File: config.mk
export PLATFORM = sky130hd
export DESIGN_NAME = wb_stage_grf_flat
export DESIGN_NICKNAME = d
export VERILOG_FILES = /design/src/rtl/wb_stage_grf_if.sv /design/src/rtl/wb_stage_grf.sv /design/src/flat_wrapper.sv
export SDC_FILE = /design/constraint.sdc
export NUM_CORES = 2
export LEC_CHECK = 0
export ABC_CLOCK_PERIOD_IN_PS = 4480
export CAP_MARGIN = 20
export CORE_UTILIZATION = 39
export DETAILED_ROUTE_END_ITERATION = 8
export PLACE_DENSITY = 0.65
export SLEW_MARGIN = 10
export SYNTH_ARGS = -nofsm -noshare
export SYNTH_HDL_FRONTEND = slang
export SYNTH_SLANG_ARGS = --single-unit
File: constraint.sdc
create_clock -name clk -period 4.48 [get_ports clk]
set_input_delay 0.448 -clock clk [delete_from_list [all_inputs] [get_ports clk]]
set_output_delay 0.448 -clock clk [all_outputs]
set_load 0.01 [all_outputs]
File: src/rtl/wb_stage_grf_if.sv
// MEM/WB to write-back bundle: W-stage inputs, D-stage read ports, retire trace.
// The stage never stalls, so there is no ready; every presented write is consumed.
interface wb_stage_grf_if;
    logic [4:0]  W_WR;
    logic [31:0] W_DR;
    logic [31:0] W_AO;
    logic [31:0] W_pc;
    logic [31:0] W_pc_add_8;
    logic        RegWrite_W;
    logic [1:0]  MemtoReg_W;
    logic [2:0]  DMOp_W;
    logic [4:0]  D_rs_addr;
    logic [4:0]  D_rt_addr;
    logic [31:0] D_rs_data;
    logic [31:0] D_rt_data;
    logic [31:0] W_wdata;
    logic        trace_valid;
    logic [31:0] trace_pc;
    logic [4:0]  trace_addr;
    logic [31:0] trace_data;
    logic [31:0] retire_count;

    modport master (
        output W_WR, W_DR, W_AO, W_pc, W_pc_add_8, RegWrite_W, MemtoReg_W, DMOp_W,
               D_rs_addr, D_rt_addr,
        input  D_rs_data, D_rt_data, W_wdata, trace_valid, trace_pc, trace_addr,
               trace_data, retire_count
    );

    modport slave (
        input  W_WR, W_DR, W_AO, W_pc, W_pc_add_8, RegWrite_W, MemtoReg_W, DMOp_W,
               D_rs_addr, D_rt_addr,
        output D_rs_data, D_rt_data, W_wdata, trace_valid, trace_pc, trace_addr,
               trace_data, retire_count
    );
endinterface

File: src/rtl/wb_stage_grf.sv
// Write-back select/load extension, 32x32 GRF with write-through read bypass, retire trace.
// Reads see the same-cycle write (0 latency); trace/counter lag one cycle; never stalls.
module wb_stage_grf #(
    parameter int          NREG     = 32,
    parameter logic [31:0] RESET_PC = 32'h3000
) (
    input  logic         clk,
    input  logic         reset,
    wb_stage_grf_if.slave wb
);
    localparam int AW = $clog2(NREG);

    logic [31:0] grf_q [NREG];
    logic [31:0] grf_d [NREG];
    logic        trace_valid_q, trace_valid_d;
    logic [31:0] trace_pc_q,    trace_pc_d;
    logic [4:0]  trace_addr_q,  trace_addr_d;
    logic [31:0] trace_data_q,  trace_data_d;
    logic [31:0] retire_count_q, retire_count_d;

    logic [31:0] load_ext;
    logic [31:0] wdata;
    logic [7:0]  byte_sel;
    logic [15:0] half_sel;
    logic        we;

    assign byte_sel = wb.W_DR[{wb.W_AO[1:0], 3'b000} +: 8];
    assign half_sel = wb.W_AO[1] ? wb.W_DR[31:16] : wb.W_DR[15:0];

    always_comb begin
        load_ext = wb.W_DR;
        case (wb.DMOp_W)
            3'd1:    load_ext = {24'h0, byte_sel};
            3'd2:    load_ext = {{24{byte_sel[7]}}, byte_sel};
            3'd3:    load_ext = {16'h0, half_sel};
            3'd4:    load_ext = {{16{half_sel[15]}}, half_sel};
            default: load_ext = wb.W_DR;
        endcase
    end

    always_comb begin
        wdata = 32'h0;
        case (wb.MemtoReg_W)
            2'd0:    wdata = wb.W_AO;
            2'd1:    wdata = load_ext;
            2'd2:    wdata = wb.W_pc_add_8;
            default: wdata = 32'h0;
        endcase
    end

    // Gating with reset also suppresses the bypass for a write presented in the reset cycle.
    assign we = wb.RegWrite_W && (wb.W_WR != 5'd0) && !reset;

    always_comb begin
        for (int i = 0; i < NREG; i++) begin
            grf_d[i] = grf_q[i];
            if (reset)
                grf_d[i] = 32'h0;
            else if (we && (wb.W_WR == AW'(i)))
                grf_d[i] = wdata;
        end

        trace_valid_d  = we;
        trace_pc_d     = trace_pc_q;
        trace_addr_d   = trace_addr_q;
        trace_data_d   = trace_data_q;
        retire_count_d = retire_count_q;
        if (reset) begin
            trace_valid_d  = 1'b0;
            trace_pc_d     = RESET_PC;
            trace_addr_d   = 5'd0;
            trace_data_d   = 32'h0;
            retire_count_d = 32'h0;
        end else if (we) begin
            trace_pc_d     = wb.W_pc;
            trace_addr_d   = wb.W_WR;
            trace_data_d   = wdata;
            retire_count_d = retire_count_q + 32'd1;
        end
    end

    always_ff @(posedge clk) begin
        for (int i = 0; i < NREG; i++)
            grf_q[i] <= grf_d[i];
        trace_valid_q  <= trace_valid_d;
        trace_pc_q     <= trace_pc_d;
        trace_addr_q   <= trace_addr_d;
        trace_data_q   <= trace_data_d;
        retire_count_q <= retire_count_d;
    end

    always_comb begin
        wb.D_rs_data = grf_q[wb.D_rs_addr];
        if (wb.D_rs_addr == 5'd0)
            wb.D_rs_data = 32'h0;
        else if (we && (wb.D_rs_addr == wb.W_WR))
            wb.D_rs_data = wdata;
    end

    always_comb begin
        wb.D_rt_data = grf_q[wb.D_rt_addr];
        if (wb.D_rt_addr == 5'd0)
            wb.D_rt_data = 32'h0;
        else if (we && (wb.D_rt_addr == wb.W_WR))
            wb.D_rt_data = wdata;
    end

    assign wb.W_wdata      = wdata;
    assign wb.trace_valid  = trace_valid_q;
    assign wb.trace_pc     = trace_pc_q;
    assign wb.trace_addr   = trace_addr_q;
    assign wb.trace_data   = trace_data_q;
    assign wb.retire_count = retire_count_q;
endmodule

File: src/flat_wrapper.sv
// flat-port wrapper written by rule: the top's interface ports become plain ports
module wb_stage_grf_flat 
#(
    parameter int          NREG     = 32,
    parameter logic [31:0] RESET_PC = 32'h3000
)
  (clk, reset, wb_W_WR, wb_W_DR, wb_W_AO, wb_W_pc, wb_W_pc_add_8, wb_RegWrite_W, wb_MemtoReg_W, wb_DMOp_W, wb_D_rs_addr, wb_D_rt_addr, wb_D_rs_data, wb_D_rt_data, wb_W_wdata, wb_trace_valid, wb_trace_pc, wb_trace_addr, wb_trace_data, wb_retire_count);
  wb_stage_grf_if wb_i ();
  input  logic clk;
  input  logic reset;
  input wire logic [$bits(wb_i.W_WR)-1:0] wb_W_WR;
  input wire logic [$bits(wb_i.W_DR)-1:0] wb_W_DR;
  input wire logic [$bits(wb_i.W_AO)-1:0] wb_W_AO;
  input wire logic [$bits(wb_i.W_pc)-1:0] wb_W_pc;
  input wire logic [$bits(wb_i.W_pc_add_8)-1:0] wb_W_pc_add_8;
  input wire logic [$bits(wb_i.RegWrite_W)-1:0] wb_RegWrite_W;
  input wire logic [$bits(wb_i.MemtoReg_W)-1:0] wb_MemtoReg_W;
  input wire logic [$bits(wb_i.DMOp_W)-1:0] wb_DMOp_W;
  input wire logic [$bits(wb_i.D_rs_addr)-1:0] wb_D_rs_addr;
  input wire logic [$bits(wb_i.D_rt_addr)-1:0] wb_D_rt_addr;
  output wire logic [$bits(wb_i.D_rs_data)-1:0] wb_D_rs_data;
  output wire logic [$bits(wb_i.D_rt_data)-1:0] wb_D_rt_data;
  output wire logic [$bits(wb_i.W_wdata)-1:0] wb_W_wdata;
  output wire logic [$bits(wb_i.trace_valid)-1:0] wb_trace_valid;
  output wire logic [$bits(wb_i.trace_pc)-1:0] wb_trace_pc;
  output wire logic [$bits(wb_i.trace_addr)-1:0] wb_trace_addr;
  output wire logic [$bits(wb_i.trace_data)-1:0] wb_trace_data;
  output wire logic [$bits(wb_i.retire_count)-1:0] wb_retire_count;
  assign wb_i.W_WR = wb_W_WR;
  assign wb_i.W_DR = wb_W_DR;
  assign wb_i.W_AO = wb_W_AO;
  assign wb_i.W_pc = wb_W_pc;
  assign wb_i.W_pc_add_8 = wb_W_pc_add_8;
  assign wb_i.RegWrite_W = wb_RegWrite_W;
  assign wb_i.MemtoReg_W = wb_MemtoReg_W;
  assign wb_i.DMOp_W = wb_DMOp_W;
  assign wb_i.D_rs_addr = wb_D_rs_addr;
  assign wb_i.D_rt_addr = wb_D_rt_addr;
  assign wb_D_rs_data = wb_i.D_rs_data;
  assign wb_D_rt_data = wb_i.D_rt_data;
  assign wb_W_wdata = wb_i.W_wdata;
  assign wb_trace_valid = wb_i.trace_valid;
  assign wb_trace_pc = wb_i.trace_pc;
  assign wb_trace_addr = wb_i.trace_addr;
  assign wb_trace_data = wb_i.trace_data;
  assign wb_retire_count = wb_i.retire_count;
  wb_stage_grf #(.NREG(NREG), .RESET_PC(RESET_PC)) u_core (.clk(clk), .reset(reset), .wb(wb_i));
endmodule
==> run metrics <==
clock tree buffer depth 3; DIE WIDTH 371 µm; combinational share of power 15.7%; final setup fails 0; # resized after CTS 2; All-Layer GR Usage 27.2%; Critical Path Fanout Max 15; number of global-route vias before repair 34527; gpl congestion 0.936; Leak Pwr 21.8 nW; Synth Cell Area 53100 µm²; largest net degree at the start of global routing 104; Fin. Hold Viols 0; number of synthesized flops with an enable pin 1024; FF-to-FF path depth 6; Max Cap Violations 0; global-route wire length before repair 261000 µm; Worst-path clk slew 0.06 ns; final core utilization 47.4%; area grow syn2layout 20.7%; RSZ-0062 raised after global routing no; Die Y 371 µm; synthesis-stage register bit count 1126; vias per cell 6.42; PwrDens 422 nW/µm²; sequential share of power 48.0%; sw frac 25.7%; Hold WC Path Type in -> reg; most frequent cells in the layout 1024 x edfxtp_1, 461 x mux4_2, 336 x clkdlybuf4s50_1, 226 x buf_4, 207 x nand2_1; DIE AREA 138000 µm²; fin cells 5573; Unique masters post-synth 76; commonest non-fill, non-tap cell in the layout edfxtp_1; hpwl dp 122000 µm; Core Box Area 135000 µm²; Yosys warning total 0; starting DRC count in detailed routing 5369; clk_lat worst skew 0.74 ns; # nets final 3840; Crit path required time 4.03 ns; Slew Limit Fails 0; Psw 6.95 mW; Setup Fix Bufs, Post-CTS 0; Root Buffer clkbuf_16; peak supply drop 0.000284 V; CTS Buf Count 118; run status complete, no violations; row cnt 135; power share of the clock group 36.3%; crit path kind in -> out; starting density of the core 39.2%; Final Skew 0.00401 ns; asr flop ratio synth 0%; initial antenna violation count 8; Routed Antenna Nets 0; Mapped Nets 3365; Final min period 4.42 ns; WP data arrival 3.98 ns; Hold Path Depth 2; Cell Count Post-Placement 5346; final WL 190000 µm; share of layout cells above drive strength 1 26.2%; crit share post-route 98.7%; Post-Place Setup Slack -0.106 ns; setup ws final 0.0564 ns; clock sinks 1126; Hold Buf Count CTS 0; vias 35790; Buffers on Ports 348; Avg WL per Cell 34.1 µm; Post-synth top flop edfxtp_1; Area after DPL 60200 µm²; Pre-antenna DRT Iters 5; element type at the critical path end output port; CTS tree built; # H-tree levels 3; Least-Margin Pin Slew 1.04 ns; Slew HR 30.7%; synthesized instance count 3213; f_max 226 MHz; CP startpoint kind primary input; Final Cell Area 64100 µm²; post-synthesis sequential area ratio 61.8%; I/O pin count 349; Mean Syn Cell Area 16.5 µm²; DRC violations left 0; P_int 20.1 mW; GRT overflow 0
==> kinds of logic (layout without fill, tap and decap cells) <==
| group | after synthesis | after routing | synth area share, % |
|---|---|---|---|
| flip-flops | 1126 | 1126 | 61.8 |
| multiplexers | 662 | 662 | 23.4 |
| AND/OR/NAND/NOR | 618 | 618 | 5.48 |
| AO/OA/AOI/OAI | 486 | 486 | 6.37 |
| buffers and inverters | 282 | 857 | 2.37 |
| XOR/XNOR | 38 | 38 | 0.627 |
| adder cells (fa/ha/maj) | 1 | 1 | 0.0236 |
| other | 0 | 4 | 0 |
==> area by class of cell <==
| class | count | area [µm²] |
|---|---|---|
| diodes | 4 | 10.0 |
| clock buffers | 151 | 3130 |
| clock inverters | 69 | 709 |
| fillers | 11327 | 71200 |
| inverters | 32 | 120 |
| multi-input cells | 1805 | 19300 |
| flip-flops and latches | 1126 | 32800 |
| well taps | 1781 | 2230 |
| repair buffers | 605 | 5780 |
==> stage by stage <==
| stage | power, mW | TNS, ns | hold slack (ns) |
|---|---|---|---|
| final | 27.0 | 0 | 0.134 |
| after global routing | 27.7 | 0 | 0.128 |
| after CTS | 27.0 | 0 | 0.0870 |
| after detailed placement | 17.3 | -0.127 | 0.446 |
| after global placement | 17.2 | -0.110 | 0.444 |
| after floorplan | 15.3 | 0 | 0.478 |
==> worst paths after layout <==
kind                                  start                         end  slack, ns
hold / removal                        reset   u_core.wb.retire_count[2]       0.13
setup / recovery                wb_W_DR[23]            wb_D_rt_data[19]       0.06
setup reg to reg  u_core.wb.retire_count[3]  u_core.wb.retire_count[23]       2.06
hold reg to reg       u_core.wb.trace_pc[1]       u_core.wb.trace_pc[1]       0.46
==> flip-flops by register name (all words and copies together) (netlist names) <==
signal                  cells
u_core.wb.trace_data       32
u_core.wb.trace_valid       1
u_core.wb.retire_count     32
u_core.grf_q             1024
u_core.wb.trace_pc         32
u_core.wb.trace_addr        5
==> layer usage <==
| metal | track usage, % | routed length [µm] | share of wire (%) |
|---|---|---|---|
| met4 | 12.4 | 9420 | 5.0 |
| met3 | 8.87 | 24800 | 13 |
| met1 | 35.5 | 70400 | 37 |
| met5 | 0 | 80 | 0.042 |
| met2 | 41.1 | 85200 | 45 |
==> power by group through the flow <==
| stage | Sequential [mW] | Combinational [mW] | Clock [mW] |
|---|---|---|---|
| final | 13.0 | 4.23 | 9.81 |
| after global routing | 13.1 | 4.39 | 10.3 |
| after CTS | 12.9 | 4.18 | 9.90 |
| after detailed placement | 13.2 | 4.16 | 0 |
| after floorplan | 13.0 | 2.28 | 0 |
| after global placement | 13.1 | 4.15 | 0 |
==> cells in the mapped netlist, types with 9 or more instances <==
master,number,share of area [%]
o211ai_1,9,0.13
o22a_1,13,0.21
clkbuf_1,118,0.83
mux4_2,461,20
o22ai_1,109,1.3
dfxtp_1,102,3.8
buf_2,93,0.88
nor2_1,182,1.3
o21bai_1,12,0.17
a21o_1,19,0.27
mux2i_1,186,3.5
xor2_1,23,0.38
o21a_1,16,0.23
a21oi_1,72,0.68
o221ai_1,27,0.45
nand2b_1,28,0.33
nand3_1,20,0.19
buf_1,19,0.13
a22oi_1,49,0.69
nand2_1,207,1.5
a211oi_1,79,1.1
buf_4,14,0.20
nor3_1,62,0.58
a22o_1,13,0.21
xnor2_1,15,0.25
mux2_2,15,0.32
inv_1,32,0.23
nor2b_1,31,0.37
o21ai_0,27,0.25
nor4_1,22,0.26
edfxtp_1,1024,58
==> worst max-delay path, stage by stage <==
cell	delay, ns
clkdlybuf4s50_1	0.68
mux4_2	0.32
o22ai_1	0.07
or2_2	0.32
buf_4	0.21
o22ai_1	0.51
buf_4	0.26
buf_4	0.13
nand2_1	0.05
o21ai_1	0.32
clkdlybuf4s50_1	0.65
Power figures use the tool's default switching activity.
